<file path="src/rtl/imm_ext_pkg.sv">
// Shared types and default widths for the
// decode-stage immediate extender.
package imm_ext_pkg;

  localparam int IN_W_DEF    = 26;
  localparam int SHORT_W_DEF = 16;
  localparam int DATA_W_DEF  = 32;
  localparam int LANES_DEF   = 4;

  typedef enum logic [1:0] {
    SEXT_SHORT = 2'b00,
    SEXT_LONG  = 2'b01,
    ZEXT_SHORT = 2'b10,
    UPPER      = 2'b11
  } imm_mode_t;

  typedef enum logic [1:0] {
    EMPTY = 2'b00,
    ONE   = 2'b01,
    FULL  = 2'b10
  } state_t;

  function automatic logic widths_ok(
    input int in_w,
    input int short_w,
    input int data_w,
    input int lanes
  );
    return (short_w < in_w) &&
           (in_w <= data_w) &&
           (lanes >= 1);
  endfunction

endpackage

</file>
<file path="src/rtl/imm_extend_core.sv">
// Combinational extension of one raw
// immediate to DATA_W for a given mode.
module imm_extend_core
  import imm_ext_pkg::*;
#(
  parameter int IN_W    = IN_W_DEF,
  parameter int SHORT_W = SHORT_W_DEF,
  parameter int DATA_W  = DATA_W_DEF
) (
  input  logic [IN_W-1:0]   num_in,
  input  imm_mode_t         mode,
  output logic [DATA_W-1:0] ext
);

  localparam int LO_W = DATA_W - SHORT_W;

  logic [SHORT_W-1:0] short_imm;

  assign short_imm = num_in[SHORT_W-1:0];

  // select one of the four extension forms
  always_comb begin
    ext = '0;
    unique case (mode)
      SEXT_SHORT:
        ext = DATA_W'($signed(short_imm));
      SEXT_LONG:
        ext = DATA_W'($signed(num_in));
      ZEXT_SHORT:
        ext = DATA_W'(short_imm);
      UPPER:
        ext = {short_imm, {LO_W{1'b0}}};
      default:
        ext = '0;
    endcase
  end

endmodule

</file>
<file path="src/rtl/imm_extend_unit.sv">
// Registered immediate extender with lane
// broadcast and a one-entry skid buffer.
module imm_extend_unit
  import imm_ext_pkg::*;
#(
  parameter int IN_W    = IN_W_DEF,
  parameter int SHORT_W = SHORT_W_DEF,
  parameter int DATA_W  = DATA_W_DEF,
  parameter int LANES   = LANES_DEF
) (
  input  logic                    clk,
  input  logic                    reset,
  input  logic                    in_valid,
  output logic                    in_ready,
  input  logic [IN_W-1:0]         num_in,
  input  logic [1:0]              imm_src,
  input  logic [LANES-1:0]        lane_en,
  output logic                    out_valid,
  input  logic                    out_ready,
  output logic [LANES*DATA_W-1:0] num_out
);

  localparam int BUS_W = LANES * DATA_W;

  if (!widths_ok(IN_W, SHORT_W,
                 DATA_W, LANES)) begin : g_bad
    $fatal(1, "imm_extend_unit: bad widths");
  end

  state_t state;
  state_t state_nxt;

  logic [DATA_W-1:0] ext;
  logic [BUS_W-1:0]  lane_data;
  logic [BUS_W-1:0]  out_q;
  logic [BUS_W-1:0]  skid_q;

  logic accept;
  logic skid_valid;
  logic load_new;
  logic load_skid;
  logic pop_skid;

  imm_extend_core #(
    .IN_W   (IN_W),
    .SHORT_W(SHORT_W),
    .DATA_W (DATA_W)
  ) u_core (
    .num_in(num_in),
    .mode  (imm_mode_t'(imm_src)),
    .ext   (ext)
  );

  // broadcast the extended value, zeroing masked lanes
  always_comb begin
    lane_data = '0;
    for (int i = 0; i < LANES; i++) begin
      lane_data[i*DATA_W +: DATA_W] =
        lane_en[i] ? ext : '0;
    end
  end

  // state register
  always_ff @(posedge clk) begin
    if (reset) begin
      state <= EMPTY;
    end else begin
      state <= state_nxt;
    end
  end

  // next-state logic
  always_comb begin
    state_nxt = state;
    unique case (state)
      EMPTY: begin
        if (accept) state_nxt = ONE;
      end
      ONE: begin
        if (accept && !out_ready)
          state_nxt = FULL;
        else if (!accept && out_ready)
          state_nxt = EMPTY;
      end
      FULL: begin
        if (out_ready) state_nxt = ONE;
      end
      default: state_nxt = EMPTY;
    endcase
  end

  // handshake outputs and register load enables
  always_comb begin
    out_valid  = (state != EMPTY);
    skid_valid = (state == FULL);
    in_ready   = !skid_valid && !reset;
    accept     = in_valid && in_ready;
    load_new   = accept &&
                 ((state == EMPTY) ||
                  ((state == ONE) && out_ready));
    load_skid  = accept &&
                 (state == ONE) && !out_ready;
    pop_skid   = skid_valid && out_ready;
  end

  // output and skid data registers
  always_ff @(posedge clk) begin
    if (reset) begin
      out_q  <= '0;
      skid_q <= '0;
    end else begin
      if (load_new)
        out_q <= lane_data;
      else if (pop_skid)
        out_q <= skid_q;
      if (load_skid)
        skid_q <= lane_data;
    end
  end

  assign num_out = out_q;

endmodule

</file>
<file path="config.mk">
export PLATFORM = sky130hd
export DESIGN_NAME = imm_extend_unit
export DESIGN_NICKNAME = d
export VERILOG_FILES = /design/src/rtl/imm_ext_pkg.sv /design/src/rtl/imm_extend_core.sv /design/src/rtl/imm_extend_unit.sv
export SDC_FILE = /design/constraint.sdc
export NUM_CORES = 1
export LEC_CHECK = 0
export CAP_MARGIN = 20
export CORE_MARGIN = 1.5
export CORE_UTILIZATION = 38
export CTS_CLUSTER_SIZE = 28
export DETAILED_ROUTE_END_ITERATION = 16
export GPL_TIMING_DRIVEN = 0
export HOLD_SLACK_MARGIN = 0.02
export PLACE_DENSITY = 0.67
export SYNTH_ARGS = -nofsm -noshare
export SYNTH_HDL_FRONTEND = slang
export SYNTH_SLANG_ARGS = --single-unit
export TNS_END_PERCENT = 1
</file>
<file path="constraint.sdc">
create_clock -name clk -period 1.7 [get_ports clk]
set_input_delay 0.17 -clock clk [delete_from_list [all_inputs] [get_ports clk]]
set_output_delay 0.17 -clock clk [all_outputs]
set_load 0.01 [all_outputs]
</file>
# Word-level counts from Yosys, hierarchy flattened
# Cells that the tools add are included.
# op_classes
n_eq_ne,8
mux,12
n_reduce_logical,19
# op_table
cell,n
two-way mux 128 bit,2
two-way mux 32 bit,4
case mux 32 bit (4 select lines),1
logical AND 1 bit,9
two-way mux 2 bit,4
== test 2 bit (second input constant),3
case mux 2 bit (3 select lines),1
== test 2 x 1 -> 1 bit (second input constant),2
zero test 1 bit,4
zero test 2 bit,2
inequality test 2 bit (second input constant),2
nonzero test 2 bit,2
inequality test 3 bit (second input constant),1
AND reduction 3 bit,1
logical OR 1 bit,1
# word_totals
regBits,258
input_bits,36
out_inout_bits,130
word_cells,42

# Logic depth before layout (Yosys ltp)
# Gate-level depths: netlist of the first run.
# logic_depth
word_depth,9
ltp_mapped,7
ltp_nobuf,3

# Cells and area by module
# Synthesis of the first run repeated with hierarchy kept, for this count alone.
# unflattened
hier_cells,1446
area_unflattened_um2,12783.5
# modules_own_cells
mod,instances,cells_per_inst,area_per_inst_um2,seq_area_each_um2
imm_extend_unit,1,1390,12268.0,5165.0
imm_extend_core,1,56,515.5,0.0

# Worst setup path before layout of the first run
# Ideal clock, no wire load.
# synth_path
path_kind,register to register
start,register state[1]
end,"register out_q[63], in the netlist num_out[63]"
setup_ns,0.138
arrival_ns,1.323
required_ns,1.562
slack_ns,0.238
path_stages_with_launch,6
n_path_buf,2
period_less_slack_ns,1.462
cell_sequence,dfxtp_1 buf_4 nand2b_1 o21ai_2 clkbuf_1 o22ai_1
# synth_between
elab_chain_cells,6
word_cells_on_any_way,12
classes_between,eq/ne (2); mux (1); reduce/logical (9)
# synth_rtl
item,line,source
from (decl),imm_extend_unit.sv:30,state_t state;
from (signal assigned),imm_extend_unit.sv:68,state <= state_nxt;
== test 2 bit,imm_extend_unit.sv:95,skid_valid = (state == FULL);
zero test 1 bit,imm_extend_unit.sv:96,in_ready = !skid_valid && !reset;
logical AND 1 bit,imm_extend_unit.sv:96,
logical AND 1 bit,imm_extend_unit.sv:97,accept = in_valid && in_ready;
logical AND 1 bit,imm_extend_unit.sv:98,load_new = accept &&
two-way mux 128 bit / nonzero test 2 bit (equally long branches),n/a,
to (signal assigned),imm_extend_unit.sv:113,out_q <= lane_data;
to (signal assigned),imm_extend_unit.sv:115,out_q <= skid_q;
to (decl),imm_extend_unit.sv:35,logic [BUS_W-1:0] out_q;
# Parallel ways exist; a longest one is shown, timed or not.
# A chain may end at the register's enable or synchronous reset.

# Worst setup path after layout of the first run
# layout_path
start,input port imm_src[0]
end,"register out_q[121], in the netlist num_out[121]"
# layout_between
elab_chain_cells,4
word_cells_on_any_way,7
classes_between,eq/ne (3); mux (3); reduce/logical (1)
# layout_rtl
item,line,source
from (decl),imm_extend_unit.sv:16,"input logic [1:0] imm_src,"
== test 2 bit (tied with other cells),imm_extend_core.sv:24,unique case (mode)
case mux 32 bit (4 select lines) *,imm_extend_core.sv:24,
two-way mux 32 bit *,imm_extend_unit.sv:59,lane_en[i] ? ext : '0;
two-way mux 128 bit *,imm_extend_unit.sv:112,if (load_new)
# Every way passes the cells marked *; elsewhere a longest branch is shown, timed or not.

==> metrics.md, run 1 <==
| Metric | Value |
|---|---|
| Worst Setup Start Kind | primary input |
| Post-synthesis adder-cell area fraction | 0 |
| Pre-CTS setup slack | -0.785 ns |
| Post-route total power | 14,400 µW |
| DRC violation total after the first TritonRoute iteration | 949 |
| Required time of the worst setup path | 2.10 ns |
| Sequential fraction of design power | 0.440 |
| Largest buffer count on any clock path | 3 |
| Hold Fails Final Rpt | 0 |
| Final TNS setup | -0.351 ns |
| Status | finished, violations left |
| Via-per-instance ratio | 5.91 |
| End point of the worst hold path | skid_q[104] |
| Final-layout worst hold slack | 0.0995 ns |
| Largest fanout on the critical path | 10 |
| Synthesized instance count | 1,081 |
| Overall via count from detail_route | 9,858 |
| Instance area after placement | 0.0125 mm² |
| Count of different cell masters after synthesis | 48 |
| Mapped Area | 0.0105 mm² |
| Worst path setup slack after routing | -0.0597 ns |
| Syn nets | 1,117 |
| Actual transition at the worst max-transition pin | 0.833 ns |
| Floorplan die area | 0.0287 mm² |
| Iteration count of the initial detailed-routing pass | 7 |
| Portion of synthesized cell area occupied by the leading cell type | 0.490 |
| Most common flop cell mapped by yosys | sky130_fd_sc_hd__dfxtp_1 |
| Antenna Violating Nets Remaining | 0 |
| Aggregate routed wire length | 37.3 mm |
| Worst setup path class | primary input to register |
| Total routing usage reported by global routing | 0.252 |
| Sequential element share of the synthesized area | 0.490 |
| Ys async rst share | 0 |
| Endpoint class of the critical path | register |
| Portion of netlist area occupied by mux cells | 0.0706 |
| Top cell type by total area after synthesis | sky130_fd_sc_hd__dfxtp_1 |
| Slowest stage cell, crit path | sky130_fd_sc_hd__a2bb2oi_2 |
| Proportion of power drawn by combinational gates | 0.119 |
| Post-Synth Simple-Gate Area | 0.111 |
| Violations in the final reports | setup timing |
| Combinational family with the most area after synthesis | compound AO/OA/AOI/OAI gates |
| Depth of the worst hold-timing path | 3 |
| Number of cells on the worst reg-to-reg path | 5 |
| Inserted Clock Buffers | 28 |
| Terminus of the critical flop-to-flop path | num_out[65] |
| Clock input transition at the sequential cells of the worst setup and hold paths | 0.06 ns |
| Max Slew Vio Count | 0 |
| Final GP Congestion | 0.901 |
| MaxCap Viol Count | 0 |
| Count of endpoints failing setup in the final report | 9 |
| Final HPWL DP | 25.7 mm |
| Data arrival time of the critical path | 2.16 ns |
| Post-synthesis xor/xnor area fraction | 0.000831 |
| Floorplan Core Area | 0.0271 mm² |
| Total net switching power | 3760 µW |
| Post-route clock period utilization | 1.04 |
| Cell Int Power | 10,600 µW |
| Critical path, cell by cell | clkdlybuf4s50_1 -> buf_4 -> mux2i_4 -> a2bb2oi_2 -> o22ai_1 |
| Cell with the most instances after synthesis | sky130_fd_sc_hd__dfxtp_1 |
| Top-level port count | 166 |
| Fraction of power consumed by the clock network | 0.441 |
| Count of filler cells inserted in the layout | 2,483 |
| TritonCTS clock tree | done |
| Mean cell area of the mapped netlist | 9.75 µm² |
| Total number of placement rows | 60 |
| Peak supply drop | 0.679 mV |
| Initial core utilization | 0.389 |
| Leakage power | 0.00521 µW |
| Pwr Density | 1030 mW/mm² |
| Area of all placed cells without fillers | 0.0140 mm² |
| Start point of the worst hold path | lane_en[3] |
| Setup repair after global routing missed its margin | yes |
| CTS sink cnt | 258 |
| Final nets | 1,310 |
| Drt drc | 0 |
| List of most frequent post-synthesis cells | sky130_fd_sc_hd__dfxtp_1 (258), sky130_fd_sc_hd__nand2_1 (152), sky130_fd_sc_hd__mux2i_1 (73), sky130_fd_sc_hd__o22ai_1 (64), sky130_fd_sc_hd__o2bb2ai_1 (64) |
| Root Buffer | sky130_fd_sc_hd__clkbuf_16 |
| Worst r2r src | state[1] |
| Switching share of power | 0.261 |
| Synthesis-stage register bit count | 258 |
| Antenna violations before repair | 1 |
| Type of the worst min-delay path | primary input to register |
| Post-synthesis compound-gate area fraction | 0.255 |
| Share of layout cells above drive strength 1 | 0.151 |
| YS warnings | 0 |
| H-tree depth | 1 |
| DR WL/cell | 22.4 µm |
| Final min period | 1.76 ns |
| Remaining max-slew budget at the tightest pin | 0.445 |
| Grt total ovfl | 0 |
| Largest net degree at the start of global routing | 15 |
| Die width | 170 µm |
| Achievable Freq | 568 MHz |
| Wire length of the first global-routing pass | 56.2 mm |
| Die height | 170 µm |
| Insertion delay of the later-clocked pin in the worst-skew pair | 0.55 ns |
| Top post-synthesis cells by area | sky130_fd_sc_hd__dfxtp_1 (49%), sky130_fd_sc_hd__mux2i_1 (6.9%), sky130_fd_sc_hd__nand2_1 (5.4%) |
| Count of input and output buffers | 152 |
| Setup slack of the most critical reg-to-reg path | 0.01 ns |
| Count of flip-flops with a built-in enable after synthesis | 0 |
| Highest cell delay on the worst timing path | 0.56 ns |
| Layout overhead on the synthesized area | 32.4% |
| Via count of the first global-routing pass | 9,489 |
| Max Clock Skew | 0.0141 ns |
layer usage:
| metal | global-route usage | part of all wire | vias to the layer above | wire [µm] |
|---|---|---|---|---|
| met2 | 0.380 | 0.43 | 502 | 16000 |
| met1 | 0.349 | 0.43 | 4724 | 16200 |
| met5 | 0 | 0 | - | 0 |
| met4 | 0.117 | 0.051 | 0 | 1900 |
| met3 | 0.0462 | 0.086 | 124 | 3190 |
| li1 | - | - | 4508 | - |
how the worst max path moves through the flow:
| stage | startpoint | end | slack (ns) | cells past startpoint |
|---|---|---|---|---|
| 3_5_place_dp | out_ready | num_out[79] | -0.79 | 6 |
| 3_3_place_gp | out_ready | num_out[83] | -0.77 | 6 |
| 4_1_cts | imm_src[0] | num_out[59] | -0.07 | 5 |
| 6_report | imm_src[0] | num_out[121] | -0.06 | 5 |
| 5_1_grt | imm_src[0] | num_out[121] | -0.05 | 5 |
| 2_1_floorplan | state[1] | num_out[63] | 0.24 | 5 |
final cells by class:
type,instances,area [µm²],share of cell area
Antenna cell,1,2.50,0.000179
Buffer,128,796,0.0570
Clock buffer,32,736,0.0527
Clock inverter,19,225,0.0161
Inverter,36,135,0.00968
Multi-Input combinational cell,659,4820,0.345
Sequential cell,258,5170,0.370
Tap cell,372,465,0.0333
Timing Repair Buffer,163,1620,0.116
cell families after synthesis:
family,count (synthesis)
xor+xnor,1
simple gates,246
compound gates,338
mux,74
flops,258
buf+inv,164
repair_timing:
item,in CTS,in global routing
endpoints found under the setup margin,176,223
gates cloned,0,1
pin swaps,3,2
setup buffers,3,5
hold buffers,2,0
resized for setup,48,104
endpoints found under the hold margin,4,0
critical path: cells and delay by family:
family | cells | cell delay, ns
compound gates | 2 | 0.74
mux | 1 | 0.46
buf+inv | 2 | 0.79
flip-flops by register name, indices dropped and copies added, names as in the netlist:
register  flops
num_out     128
skid_q      128
state         2
per-stage QoR:
step	util	cells
after floorplan	-	1081
after global placement	0.462	1605
after detailed placement	0.462	1605
after CTS	0.505	1661
after global routing	0.515	1667
final	0.515	1668
cells in the final DEF, fill, tap and decap left out, drive strengths merged, types with 2 or more instances in the layout:
| cell | count |
|---|---|
| a2111oi | 30 |
| a21boi | 5 |
| a21oi | 16 |
| a2bb2oi | 16 |
| a311oi | 30 |
| buf | 70 |
| bufinv | 4 |
| clkbuf | 99 |
| clkdlybuf4s15 | 2 |
| clkdlybuf4s50 | 146 |
| clkinv | 11 |
| clkinvlp | 2 |
| dfxtp | 258 |
| dlygate4sd3 | 2 |
| dlymetal6s2s | 3 |
| inv | 38 |
| mux2i | 74 |
| nand2 | 152 |
| nand2b | 3 |
| nand3 | 18 |
| nand4 | 55 |
| nor2 | 3 |
| nor2b | 4 |
| o211ai | 53 |
| o21ai | 13 |
| o221ai | 34 |
| o22ai | 64 |
| o2bb2ai | 64 |
| o31ai | 12 |
| or2 | 2 |
| or3b | 2 |
power by group through the flow:
stage          clock network, µW  logic (µW)  registers, µW
2_1_floorplan                  0         777           6490
3_3_place_gp                   0        1530           6460
3_5_place_dp                   0        1550           6460
4_1_cts                     6380        1610           6320
5_1_grt                     6630        1800           6340
6_report                    6340        1720           6330
(Power assumes the default switching activity.)
==> inputs of run 2 (changes only) <==
--- a/config.mk
+++ b/config.mk
@@ -13,6 +13,7 @@
 export GPL_TIMING_DRIVEN = 0
 export HOLD_SLACK_MARGIN = 0.02
 export PLACE_DENSITY = 0.67
+export SLEW_MARGIN = 30
 export SYNTH_ARGS = -nofsm -noshare
 export SYNTH_HDL_FRONTEND = slang
 export SYNTH_SLANG_ARGS = --single-unit
==> results of run 2 <==
No change in the layout: final DEF, timing and power equal those of run 1.
